===== config.mk =====
export PLATFORM = sky130hd
export DESIGN_NAME = ga_vram_arbiter
export DESIGN_NICKNAME = d
export VERILOG_FILES = /design/src/rtl/ga_vram_arbiter.sv
export SDC_FILE = /design/constraint.sdc
export NUM_CORES = 1
export LEC_CHECK = 0
export CORE_MARGIN = 2
export CORE_UTILIZATION = 50
export CTS_CLUSTER_DIAMETER = 80
export CTS_CLUSTER_SIZE = 10
export DETAILED_ROUTE_END_ITERATION = 8
export DONT_BUFFER_PORTS = 1
export PLACE_DENSITY = 0.64
export SLEW_MARGIN = 20
export SYNTH_ARGS = -nofsm -noshare
export SYNTH_HDL_FRONTEND = slang
export SYNTH_SLANG_ARGS = --single-unit

===== constraint.sdc =====
create_clock -name clk -period 5.9 [get_ports clk]
set_clock_uncertainty 0.05 [all_clocks]
set_input_delay 1.18 -clock clk [delete_from_list [all_inputs] [get_ports clk]]
set_output_delay 1.18 -clock clk [all_outputs]
set_load 0.1 [all_outputs]

===== src/rtl/ga_vram_arbiter.sv =====
// ga_vram_arbiter: time-slot arbiter that shares one fixed-latency synchronous
// RAM port between gate-array video fetch, the Z80 CPU and an aux (loader/DMA)
// port. Each 16-tick microsecond holds four 4-tick windows:
//   W0 video even byte, W1 video odd byte, W2 CPU (aux if CPU idle), W3 aux.
// Optional build macro GA_ARB_CPU_W3_EN: CPU may also take W3 when aux is idle.
module ga_vram_arbiter #(
  parameter int LATENCY = 2,   // cen_16 ticks from issue to read data, 1..3
  parameter int AW      = 16
) (
  input  logic          clk,
  input  logic          reset,
  input  logic          cen_16,
  input  logic          phase_sync,
  input  logic [AW-1:0] vid_addr,
  output logic [15:0]   vid_data,
  output logic          vid_valid,
  input  logic          cpu_req,
  input  logic          cpu_we,
  input  logic [AW-1:0] cpu_addr,
  input  logic [7:0]    cpu_din,
  output logic [7:0]    cpu_dout,
  output logic          cpu_ack,
  input  logic          aux_req,
  input  logic          aux_we,
  input  logic [AW-1:0] aux_addr,
  input  logic [7:0]    aux_din,
  output logic [7:0]    aux_dout,
  output logic          aux_ack,
  output logic [AW-1:0] mem_addr,
  output logic          mem_rd,
  output logic          mem_we,
  output logic [7:0]    mem_din,
  input  logic [7:0]    mem_dout
);

  localparam logic [1:0] TAG_VID0 = 2'd0;
  localparam logic [1:0] TAG_VID1 = 2'd1;
  localparam logic [1:0] TAG_CPU  = 2'd2;
  localparam logic [1:0] TAG_AUX  = 2'd3;

  logic [3:0]         sl, sl_nxt;
  logic               resync, win_start, capture;
  // One bit per tick of flight; an access issued at a window start always
  // retires before the next window opens, so a single tag describes it.
  logic [LATENCY-1:0] vld_pipe;
  logic [1:0]         inf_tag;
  logic               inf_we;
  logic [AW-1:1]      vid_hi;
  logic [7:0]         vid_lo;

  logic               iss_vld, iss_we;
  logic [1:0]         iss_tag;
  logic [AW-1:0]      iss_addr;
  logic [7:0]         iss_din;

  // Video addresses are word addresses; the byte select comes from the window.
  logic unused_vid_lsb;
  assign unused_vid_lsb = vid_addr[0];

  // Next slot, resync detection and capture qualification for this tick
  always_comb begin
    sl_nxt    = phase_sync ? 4'd0 : sl + 4'd1;
    resync    = phase_sync && (sl != 4'd15);
    win_start = (sl_nxt[1:0] == 2'b00);
    // A resync on the capture tick itself still cancels the access.
    capture   = vld_pipe[LATENCY-1] && !resync;
  end

  // Window owner selection for the tick that opens a window
  always_comb begin
    iss_vld  = 1'b0;
    iss_tag  = TAG_VID0;
    iss_we   = 1'b0;
    iss_addr = '0;
    iss_din  = '0;
    if (win_start) begin
      case (sl_nxt[3:2])
        2'd0: begin
          iss_vld  = 1'b1;
          iss_tag  = TAG_VID0;
          iss_addr = {vid_addr[AW-1:1], 1'b0};
        end
        2'd1: begin
          iss_vld  = 1'b1;
          iss_tag  = TAG_VID1;
          iss_addr = {vid_hi, 1'b1};
        end
        2'd2: begin
          if (cpu_req) begin
            iss_vld = 1'b1; iss_tag = TAG_CPU; iss_we = cpu_we;
            iss_addr = cpu_addr; iss_din = cpu_din;
          end else if (aux_req) begin
            iss_vld = 1'b1; iss_tag = TAG_AUX; iss_we = aux_we;
            iss_addr = aux_addr; iss_din = aux_din;
          end
        end
        default: begin
          if (aux_req) begin
            iss_vld = 1'b1; iss_tag = TAG_AUX; iss_we = aux_we;
            iss_addr = aux_addr; iss_din = aux_din;
          end
`ifdef GA_ARB_CPU_W3_EN
          else if (cpu_req) begin
            iss_vld = 1'b1; iss_tag = TAG_CPU; iss_we = cpu_we;
            iss_addr = cpu_addr; iss_din = cpu_din;
          end
`endif
        end
      endcase
    end
  end

  // Slot counter and in-flight tracking
  always_ff @(posedge clk) begin
    if (reset) begin
      sl       <= '0;
      vld_pipe <= '0;
      inf_tag  <= TAG_VID0;
      inf_we   <= 1'b0;
      vid_hi   <= '0;
    end else if (cen_16) begin
      sl       <= sl_nxt;
      vld_pipe <= (resync ? '0 : (vld_pipe << 1)) | LATENCY'(iss_vld);
      if (iss_vld) begin
        inf_tag <= iss_tag;
        inf_we  <= iss_we;
      end
      if (iss_vld && iss_tag == TAG_VID0) vid_hi <= vid_addr[AW-1:1];
    end
  end

  // RAM strobes: asserted for exactly the tick period following an issue
  always_ff @(posedge clk) begin
    if (reset) begin
      mem_addr <= '0;
      mem_rd   <= 1'b0;
      mem_we   <= 1'b0;
      mem_din  <= '0;
    end else if (cen_16) begin
      mem_rd  <= iss_vld && !iss_we;
      mem_we  <= iss_vld && iss_we;
      mem_din <= (iss_vld && iss_we) ? iss_din : 8'h00;
      if (iss_vld) mem_addr <= iss_addr;
    end
  end

  // Read-data capture and one-clk completion pulses
  always_ff @(posedge clk) begin
    if (reset) begin
      vid_lo    <= '0;
      vid_data  <= '0;
      vid_valid <= 1'b0;
      cpu_dout  <= '0;
      cpu_ack   <= 1'b0;
      aux_dout  <= '0;
      aux_ack   <= 1'b0;
    end else begin
      vid_valid <= 1'b0;
      cpu_ack   <= 1'b0;
      aux_ack   <= 1'b0;
      if (cen_16 && capture) begin
        case (inf_tag)
          TAG_VID0: vid_lo <= mem_dout;
          TAG_VID1: begin
            vid_data  <= {mem_dout, vid_lo};
            vid_valid <= 1'b1;
          end
          TAG_CPU: begin
            if (!inf_we) cpu_dout <= mem_dout;
            cpu_ack <= 1'b1;
          end
          default: begin
            if (!inf_we) aux_dout <= mem_dout;
            aux_ack <= 1'b1;
          end
        endcase
      end
    end
  end

endmodule

==> summary.md, run 1 <==
| Metric | Value |
|---|---|
| Run status | `finished clean` |
| Number of gates given a new drive strength after cts | `0` |
| Cell types with the largest area share after synthesis | `sky130_fd_sc_hd__dfxtp_1, sky130_fd_sc_hd__nand2_1, sky130_fd_sc_hd__mux2i_1, sky130_fd_sc_hd__a21oi_1, sky130_fd_sc_hd__nor2_1` |
| Combined area of all synthesized cells | `between 4000 and 5000 sq um` |
| Library cell occupying the most area in the post-synthesis netlist | `sky130_fd_sc_hd__dfxtp_1` |
| Register bit total from synthesis | `93` |
| Endpoint type of the worst setup path | `primary output` |
| Wire length of the first global-routing pass | `16.3 mm` |
| Gpl congestion | `0.832` |
| Unrepaired setup endpoints after global routing | `false` |
| Share of the clock period used by the worst path | `0.437` |
| Largest family of logic cells by synthesized area | `simple AND/OR/NAND/NOR gates` |
| Crit Path Class | `flop to primary output` |
| 1st-iter DRT viols | `approximately 160` |
| Most frequent cells in the layout | `sky130_fd_sc_hd__nand2_1, sky130_fd_sc_hd__dfxtp_1, sky130_fd_sc_hd__a21oi_1` |
| Commonest non-fill, non-tap cell in the layout | `sky130_fd_sc_hd__nand2_1` |
| Top-area cell type share of the netlist area | `0.437` |
| Final HPWL from detailed placement | `7.07 mm` |
| LEAKAGE | `1.49 nW` |
| Min-Delay Path Class | `flop to flop` |
| Upper clock frequency limit | `388 MHz` |
| Buffer count from post-CTS setup fixing | `0` |
| Number of iterations in the first detailed-routing pass | `4` |
| # H-tree levels | `3` |
| Post-Synth Simple-Gate Area | `0.219` |
| Cell Pwr Density | `267 nW/um^2` |
| Count of vias placed by the detailed router | `3519` |
| Setup_tns | `0 ps` |
| Vias in the first global route | `3338` |
| Number of inserted diodes | `0` |
| Worst EP arrival | `1350 ps` |
| Slew at the pin with the worst max-slew slack | `1050 ps` |
| Crit path time final | `2580 ps` |
| Final critical-path setup slack | `3320 ps` |
| Fraction of layout instances using a drive strength above 1 | `0.0679` |
| Worst setup slack after placement | `approximately 3000 ps` |
| Share of synthesized area spent on multiplexers | `0.0740` |
| Final setup viols | `0` |
| Synth Area in Compound Gates | `0.198` |
| Largest net degree at the start of global routing | `slightly below 90` |
| Post-Synth XOR/XNOR Area | `0.00793` |
| Worst hold slack across all endpoints | `398 ps` |
| Post-detailed-route count of antenna-violating nets | `0` |
| Net total in the final layout | `577` |
| Power, Total | `about 0.0012 W` |
| IO Pins | `between 100 and 150` |
| Post-route DRC | `0` |
| Final count of hold timing violations | `0` |
| Initial antenna violation count | `0` |
| Post-Syn Instances | `around 530` |
| Highest ir drop seen on vdd | `126 uV` |
| Cell variety after synth | `48` |
| Via count normalized by instance count | `5.81` |
| Proportion of synthesized chip area in sequential cells | `0.437` |
| Area used by sequential logic in the layout | `1860 sq um` |
| Fill cells | `803` |
| Clock tree from TritonCTS | `built` |
| Die X | `96.3 um` |
| Async set-or-reset flop fraction in the synthesized netlist | `0` |
| Top FF cell, synth | `sky130_fd_sc_hd__dfxtp_1` |
| Post-route core utilization | `0.536` |
| Number of hold-repair buffers added at the cts stage | `0` |
| Core Area | `8220 sq um` |
| Initial core utilization | `0.518` |
| Relative area change from synthesis to final layout | `3.50%` |
| Routed length per instance | `17.4 um` |
| Max-slew headroom at the worst pin | `0.296` |
| Clock transition at path regs | `roughly 100 ps` |
| Die extent in y | `96.3 um` |
| Area share of fa/ha/maj cells after synthesis | `0.00294` |
| Number of nets produced by synthesis | `607` |
| Full die area | `just over 9000 sq um` |
| Number of port buffers | `0` |
| Buffer type at the clock tree root | `sky130_fd_sc_hd__clkbuf_8` |
| Buffer depth of the longest clock path | `2` |
| Insertion delay to the later sink of the worst-skew pair | `350 ps` |
| EDFF count, synth | `0` |
| Max-Cap Viols | `0` |
| Crit start category | `flop` |
| Yosys warning count | `0` |
| Global Route Usage Sum | `0.226` |
| Total wire length after detailed routing | `~11 mm` |
| Synthesized area per cell | `8.10 sq um` |
| CP max FO | `2` |
| CP Data Required Time | `4670 ps` |
| Multi-input logic area | `2140 sq um` |
| CTS sink count | `93` |
| Placement row count | `33` |
| CTS Buf Count | `9` |
| Number of pins exceeding their max-slew limit in the final report | `0` |
| Sum of overflow across all layers after global routing | `0` |
-- where the power goes --
group | total [W] | switching (W) | leakage [nW] | internal, W
logic | 0.0000625 | 0.0000336 | 0.641 | 0.0000289
registers | 0.000702 | 0.0000598 | 0.754 | 0.000642
clock network | 0.000413 | 0.000241 | 0.0954 | 0.000172
-- registers in the layout (all words and copies together), names as in the netlist, 2 cells and up --
signal	count
aux_dout	8
vid_hi	15
sl	4
vid_data	16
vid_lo	8
mem_addr	16
mem_din	8
cpu_dout	8
vld_pipe	2
inf_tag	2
-- cell usage after synthesis (3+ instances only) --
| master | count |
|---|---|
| sky130_fd_sc_hd__nor2b_1 | 3 |
| sky130_fd_sc_hd__buf_1 | 5 |
| sky130_fd_sc_hd__a21o_1 | 9 |
| sky130_fd_sc_hd__nand2b_1 | 5 |
| sky130_fd_sc_hd__and2_1 | 3 |
| sky130_fd_sc_hd__nor3b_1 | 3 |
| sky130_fd_sc_hd__dfxtp_1 | 93 |
| sky130_fd_sc_hd__a32o_1 | 15 |
| sky130_fd_sc_hd__mux2i_1 | 30 |
| sky130_fd_sc_hd__buf_6 | 3 |
| sky130_fd_sc_hd__a21oi_1 | 54 |
| sky130_fd_sc_hd__buf_2 | 11 |
| sky130_fd_sc_hd__clkbuf_1 | 25 |
| sky130_fd_sc_hd__o32ai_1 | 8 |
| sky130_fd_sc_hd__a32oi_1 | 15 |
| sky130_fd_sc_hd__nor2_1 | 49 |
| sky130_fd_sc_hd__nand2_1 | 129 |
| sky130_fd_sc_hd__inv_1 | 13 |
| sky130_fd_sc_hd__nand3_1 | 19 |
-- routing by layer --
| layer | up-vias | global-route usage | routed length, um |
|---|---|---|---|
| li1 | 1746 | - | - |
| met1 | 1641 | 0.300 | 4680 |
| met2 | 120 | 0.354 | 4890 |
| met3 | 12 | 0.0666 | 860 |
| met4 | 0 | 0.0728 | 142 |
| met5 | - | 0 | 0 |
-- final timing paths --
check / start / end / slack [ps] / cells past startpoint
setup / recovery: vid_data[6] / vid_data[6] / 3320 / 0
hold / removal: vid_lo[5] / vid_data[5] / 400 / 2
setup reg to reg: sl[0] / aux_dout[3] / 3350 / 6
hold reg to reg: vid_lo[5] / vid_data[5] / 400 / 2
-- metrics by stage --
| stage | std cells | instance area (sq um) |
|---|---|---|
| 4_1_cts | 606 | 4410 |
| 5_1_grt | 606 | 4410 |
| 2_1_floorplan | 526 | 4260 |
| 6_report | 606 | 4410 |
| 3_5_place_dp | 590 | 4220 |
| 3_3_place_gp | 590 | 4220 |
-- logic make-up after synthesis --
logic type,Yosys count
and+or+nand+nor,221
AOI/OAI and AO/OA,119
DFF,93
buffers and inverters,58
muxes,31
xor gates and xnor gates,3
adders and majority gates,1
-- final cells by class --
type	instances	area share
multi-input cells	375	0.487
inverters	13	0.0111
well taps	105	0.0298
repair buffers	4	0.00681
clock inverters	6	0.0122
clock buffers	10	0.0312
flip-flops and latches	93	0.422
Power figures use the tool's default switching activity.
==> run 2, diff against run 1 <==
--- a/config.mk
+++ b/config.mk
@@ -5,13 +5,14 @@
 export SDC_FILE = /design/constraint.sdc
 export NUM_CORES = 1
 export LEC_CHECK = 0
+export ABC_AREA = 1
 export CORE_MARGIN = 2
 export CORE_UTILIZATION = 50
 export CTS_CLUSTER_DIAMETER = 80
 export CTS_CLUSTER_SIZE = 10
 export DETAILED_ROUTE_END_ITERATION = 8
 export DONT_BUFFER_PORTS = 1
-export PLACE_DENSITY = 0.64
+export PLACE_DENSITY = 0.67
 export SLEW_MARGIN = 20
 export SYNTH_ARGS = -nofsm -noshare
 export SYNTH_HDL_FRONTEND = slang
==> constraint.sdc (replaced) <==
create_clock -name clk -period 2.15 [get_ports clk]
set_clock_uncertainty 0.05 [all_clocks]
set_input_delay 0.43 -clock clk [delete_from_list [all_inputs] [get_ports clk]]
set_output_delay 0.43 -clock clk [all_outputs]
set_load 0.1 [all_outputs]
==> summary.md, run 2 <==
| Metric | Value |
|---|---|
| Run status | `finished clean` |
| Cell type group with the largest total delay on the critical path | `simple AND/OR/NAND/NOR gates` |
| Final count of hold timing violations | `0` |
| Area used by sequential logic in the layout | `1860 sq um` |
| CP max FO | `30` |
| Post-route DRC | `0` |
| Post-detailed-route count of antenna-violating nets | `0` |
| Insertion delay to the later sink of the worst-skew pair | `350 ps` |
| Number of iterations in the first detailed-routing pass | `5` |
| Cell Pwr Density | `between 600 and 700 nW/um^2` |
| Synthesized area per cell | `between 6 and 7 sq um` |
| Library cell occupying the most area in the post-synthesis netlist | `sky130_fd_sc_hd__dfxtp_1` |
| Number of port buffers | `0` |
| Number of pins exceeding their max-slew limit in the final report | `0` |
| Number of nets produced by synthesis | `768` |
| Cell types with the largest area share after synthesis | `sky130_fd_sc_hd__dfxtp_1, sky130_fd_sc_hd__nand2_1, sky130_fd_sc_hd__a21oi_1, sky130_fd_sc_hd__o21ai_0, sky130_fd_sc_hd__nor2_1` |
| Top FF cell, synth | `sky130_fd_sc_hd__dfxtp_1` |
| Core Area | `between 8000 and 9000 sq um` |
| Die X | `98.8 um` |
| Largest registers ranked by flip-flop count | `mem_addr x16, vid_data x16, vid_hi x15` |
| Total wire length after detailed routing | `11.7 mm` |
| Full die area | `9760 sq um` |
| Worst EP arrival | `2120 ps` |
| Net total in the final layout | `815` |
| 1st-iter DRT viols | `175` |
| Yosys warning count | `0` |
| Commonest non-fill, non-tap cell in the layout | `sky130_fd_sc_hd__nand2_1` |
| Wire length of the first global-routing pass | `19.2 mm` |
| Unrepaired setup endpoints after global routing | `false` |
| Sum of overflow across all layers after global routing | `0` |
| Most instantiated cells after synthesis | `sky130_fd_sc_hd__nand2_1, sky130_fd_sc_hd__dfxtp_1, sky130_fd_sc_hd__a21oi_1, sky130_fd_sc_hd__nor2_1, sky130_fd_sc_hd__o21ai_0` |
| Proportion of synthesized chip area in sequential cells | `0.414` |
| Slowest cell on the critical path | `sky130_fd_sc_hd__dfxtp_1` |
| CP Data Required Time | `2360 ps` |
| Count of vias placed by the detailed router | `4436` |
| LEAKAGE | `2.27 nW` |
| Min-Delay Path Class | `primary input to flop` |
| Crit Path Class | `flop to flop` |
| IO Pins | `~140` |
| Die extent in y | `98.8 um` |
| Max-Cap Viols | `0` |
| Combined area of all synthesized cells | `4490 sq um` |
| Max-slew headroom at the worst pin | `0.718` |
| Cell variety after synth | `28` |
| Upper clock frequency limit | `522 MHz` |
| Crit path time final | `1910 ps` |
| Endpoint type of the worst setup path | `flop` |
| Number of inserted diodes | `0` |
| Share of the clock period used by the worst path | `0.890` |
| Crit start category | `flop` |
| CTS sink count | `93` |
| Buffer depth of the longest clock path | `2` |
| Multi-input logic area | `about 2200 sq um` |
| Via count normalized by instance count | `5.24` |
| Final HPWL from detailed placement | `8.29 mm` |
| Post-Syn Instances | `687` |
| Final setup viols | `0` |
| Most numerous cell in the Yosys netlist | `sky130_fd_sc_hd__nand2_1` |
| EDFF count, synth | `0` |
| Number of buffers and inverters on the critical path | `3` |
| Fraction of layout instances using a drive strength above 1 | `0.149` |
| Clock tree from TritonCTS | `built` |
| Async set-or-reset flop fraction in the synthesized netlist | `0` |
| Register bit total from synthesis | `93` |
| Gpl congestion | `0.936` |
| Routed length per instance | `roughly 14 um` |
| Stage delay of the slowest cell on the critical path | `approximately 410 ps` |
| Initial antenna violation count | `0` |
| Highest ir drop seen on vdd | `approximately 360 uV` |
| Clock transition at path regs | `100 ps` |
| CTS Buf Count | `9` |
| Cell-by-cell trace of the critical path | `ha_1 -> inv_1 -> nand2_2 -> inv_1 -> nor2_1 -> nand4_1 -> nand4_1 -> buf_4 -> nand2_1 -> nand2_1 -> nor2_1` |
| Placement row count | `34` |
| Setup_tns | `0 ps` |
| Buffer type at the clock tree root | `sky130_fd_sc_hd__clkbuf_8` |
| Relative area change from synthesis to final layout | `15.7%` |
| # H-tree levels | `3` |
| Top-area cell type share of the netlist area | `0.414` |
| Vias in the first global route | `4157` |
| Fill cells | `889` |
| Largest net degree at the start of global routing | `43` |
| Slew at the pin with the worst max-slew slack | `between 400 and 500 ps` |
| Number of hold-repair buffers added at the cts stage | `0` |
| Initial core utilization | `0.515` |
| Most frequent cells in the layout | `sky130_fd_sc_hd__nand2_1, sky130_fd_sc_hd__dfxtp_1, sky130_fd_sc_hd__a21oi_1` |
| Global Route Usage Sum | `0.237` |
| Power, Total | `roughly 0.0035 W` |
## run 2: cell types whose count changed in the layout (fill, tap and decap cells not counted), moves of 35 or more
cell                      change
sky130_fd_sc_hd__inv_1       +47
sky130_fd_sc_hd__buf_4       +75
sky130_fd_sc_hd__o21ai_0     +74
sky130_fd_sc_hd__a21oi_1     +35
sky130_fd_sc_hd__nor2_1      +36
sky130_fd_sc_hd__nand2_1     +50
## run 2: power by group
| part | switching (W) | leakage (nW) | internal [W] |
|---|---|---|---|
| sequential | 0.0000240 | 0.756 | 0.00178 |
| combinational | 0.000392 | 1.42 | 0.000148 |
| clock | 0.000680 | 0.0873 | 0.000446 |
| total | 0.00110 | 2.27 | 0.00237 |
## run 2: cell type report
cell class,count,area share
Inverter,64,0.0472
Timing Repair Buffer,79,0.114
Sequential cell,93,0.358
Clock buffer,10,0.0246
Clock inverter,6,0.0106
Multi-Input combinational cell,487,0.419
Tap cell,108,0.0260
## run 2: through the flow
| stage | area (sq um) | std cells | setup WS (ps) | hold slack (ps) | util |
|---|---|---|---|---|---|
| 3_5_place_dp | 4990 | 828 | 223 | 386 | 0.572 |
| 5_1_grt | 5200 | 847 | 57.1 | 60.0 | 0.596 |
| 4_1_cts | 5170 | 844 | 179 | 70.1 | 0.593 |
| 6_report | 5200 | 847 | 236 | 82.6 | 0.596 |
| 2_1_floorplan | 4490 | 687 | 465 | 380 | - |
| 3_3_place_gp | 4990 | 828 | 241 | 381 | 0.572 |
## run 2: path summary, 6_finish.rpt
path | startpoint | endpoint | slack (ps) | depth (start not counted)
worst max-delay path | sl[0] | vid_hi[3] | 240 | 11
worst min-delay path | reset | vld_pipe[0] | 80 | 1
worst max register to register | sl[0] | vid_hi[3] | 240 | 11
worst min register to register | vid_data[8] | vid_data[8] | 400 | 2
## run 2: timing repair
action,4_1_cts,5_1_grt
resized for setup,0,1
hold endpoints to repair,0,0
endpoints found under the setup margin,0,9
buffers inserted,0,3
## run 2: per-layer routing
metal  GRT usage  share of wire
met1       0.304           0.43
met2       0.391           0.46
met3      0.0617          0.092
met4      0.0769          0.018
met5           0              0
## run 2: logic make-up after synthesis
logic type      Yosys count  share of synthesized area
compound gates          175                      0.197
flops                    93                      0.414
fa+ha+maj                 1                    0.00279
simple gates            311                      0.285
buf+inv                 107                      0.100
==> run 3, diff against run 2 <==
--- a/config.mk
+++ b/config.mk
@@ -5,13 +5,13 @@
 export SDC_FILE = /design/constraint.sdc
 export NUM_CORES = 1
 export LEC_CHECK = 0
-export ABC_AREA = 1
 export CORE_MARGIN = 2
 export CORE_UTILIZATION = 50
 export CTS_CLUSTER_DIAMETER = 80
 export CTS_CLUSTER_SIZE = 10
 export DETAILED_ROUTE_END_ITERATION = 8
 export DONT_BUFFER_PORTS = 1
+export MAX_ROUTING_LAYER = met4
 export PLACE_DENSITY = 0.67
 export SLEW_MARGIN = 20
 export SYNTH_ARGS = -nofsm -noshare
==> summary.md, run 3 (synthesis gave the netlist of run 1 again) <==
| Metric | Value |
|---|---|
| Power, Total | `0.00339 W` |
| Max-slew headroom at the worst pin | `0.699` |
| Most frequent cells in the layout | `sky130_fd_sc_hd__nand2_1, sky130_fd_sc_hd__dfxtp_1, sky130_fd_sc_hd__buf_4` |
| Layout Cell Area excl Fill | `5040 sq um` |
| CTS Buf Count | `9` |
| IO Pins | `141` |
| Largest registers ranked by flip-flop count | `mem_addr x16, vid_data x16, vid_hi x15` |
| Sum of overflow across all layers after global routing | `0` |
| Initial antenna violation count | `0` |
| Depth of the most critical reg-to-reg path | `6` |
| Post-detailed-route count of antenna-violating nets | `0` |
| Slew at the pin with the worst max-slew slack | `roughly 450 ps` |
| Gpl congestion | `0.825` |
| Number of inserted diodes | `0` |
| Largest net degree at the start of global routing | `between 80 and 90` |
| Count of vias placed by the detailed router | `3810` |
| Final count of hold timing violations | `0` |
| Cell Pwr Density | `672 nW/um^2` |
| Number of port buffers | `0` |
| Number of pins exceeding their max-slew limit in the final report | `0` |
| Number of hold-repair buffers added at the cts stage | `0` |
| CP Data Required Time | `2360 ps` |
| Die X | `96.3 um` |
| Total wire length after detailed routing | `10.9 mm` |
| Full die area | `9270 sq um` |
| Number of iterations in the first detailed-routing pass | `4` |
| Global Route Usage Sum | `0.244` |
| Commonest non-fill, non-tap cell in the layout | `sky130_fd_sc_hd__nand2_1` |
| Post-route DRC | `0` |
| Crit path time final | `2050 ps` |
| Crit start category | `flop` |
| Via count normalized by instance count | `~5.6` |
| Relative area change from synthesis to final layout | `18.4%` |
| Fill cells | `718` |
| CP max FO | `10` |
| CTS sink count | `93` |
| Vias in the first global route | `~3600` |
| Final setup viols | `0` |
| Unrepaired setup endpoints after global routing | `false` |
| Crit Path Class | `flop to flop` |
| Initial core utilization | `0.518` |
| Upper clock frequency limit | `487 MHz` |
| Core Area | `8220 sq um` |
| Die extent in y | `96.3 um` |
| Insertion delay to the later sink of the worst-skew pair | `360 ps` |
| Hold-critical path depth | `1` |
| # H-tree levels | `3` |
| Reg-to-Reg Start | `sl[0]` |
| Worst hold slack across all endpoints | `78.5 ps` |
| Reg-to-reg endpoint | `mem_din[1]` |
| Net total in the final layout | `654` |
| Run status | `finished clean` |
| Endpoint type of the worst setup path | `flop` |
| Worst hold endpoint | `vid_hi[13]` |
| Placement row count | `33` |
| Buffer depth of the longest clock path | `2` |
| Clock transition at path regs | `110 ps` |
| Highest ir drop seen on vdd | `360 uV` |
| Reg2Reg Setup Slack | `100 ps` |
| Share of the clock period used by the worst path | `0.955` |
| Min-Delay Path Class | `primary input to flop` |
| 1st-iter DRT viols | `241` |
| Routed length per instance | `15.9 um` |
| Wire length of the first global-routing pass | `around 17 mm` |
| Startpoint of the tightest hold check path | `reset` |
| Total placed instance area | `4780 sq um` |
| LEAKAGE | `1.91 nW` |
| Clock tree from TritonCTS | `built` |
| Worst EP arrival | `2260 ps` |
| Max-Cap Viols | `0` |
| Fraction of layout instances using a drive strength above 1 | `0.202` |
| Buffer type at the clock tree root | `sky130_fd_sc_hd__clkbuf_8` |
| Final HPWL from detailed placement | `about 7.5 mm` |
run 3: worst max-delay path by stage:
stage / slack (ps) / end / from
2_1_floorplan: 130 / mem_din[1] / sl[0]
5_1_grt: 30 / mem_din[3] / sl[0]
6_report: 100 / mem_din[1] / sl[0]
3_3_place_gp: 30 / mem_addr[2] / sl[0]
4_1_cts: 40 / vid_data[13] / sl[0]
3_5_place_dp: -40 / mem_addr[6] / sl[0]
run 3: area by class of cell:
| cell class | count | area, sq um | area share |
|---|---|---|---|
| flip-flops and latches | 93 | 1860 | 0.370 |
| well taps | 105 | 131 | 0.0261 |
| multi-input cells | 375 | 2170 | 0.430 |
| inverters | 13 | 48.8 | 0.00968 |
| clock buffers | 9 | 124 | 0.0246 |
| repair buffers | 81 | 616 | 0.122 |
| clock inverters | 7 | 92.6 | 0.0184 |
run 3: through the flow:
step / setup TNS, ps / cells / utilization / worst slack [ps]
finish: 0 / 683 / 0.614 / 95.8
detailed placement: -216 / 665 / 0.582 / -38.6
global placement: 0 / 665 / 0.582 / 32.7
CTS: 0 / 681 / 0.609 / 42.4
global route: 0 / 683 / 0.614 / 28.0
floorplan: 0 / 526 / - / 130
run 3: worst max-delay path, cell delays in order (launching register included):
cell                      delay (ps)
sky130_fd_sc_hd__dfxtp_1         370
sky130_fd_sc_hd__buf_4           130
sky130_fd_sc_hd__and3_4          210
sky130_fd_sc_hd__mux2_4          360
sky130_fd_sc_hd__a21oi_1         190
sky130_fd_sc_hd__or3b_4          490
sky130_fd_sc_hd__o32ai_1         160
run 3: what timing repair did:
action	in CTS	in global routing
setup buffers	0	2
resized for setup	2	7
setup endpoints to repair	21	53
pin swaps	0	2
run 3: per-layer routing:
metal  part of all wire  GRT usage
met1               0.43      0.310
met2               0.47      0.370
met3              0.087     0.0783
met4             0.0085     0.0763
met5                  0          -
run 3: report_power, final:
group	switching, W	internal (W)
Clock	0.000680	0.000568
Combinational	0.000242	0.000113
Sequential	0.0000213	0.00176
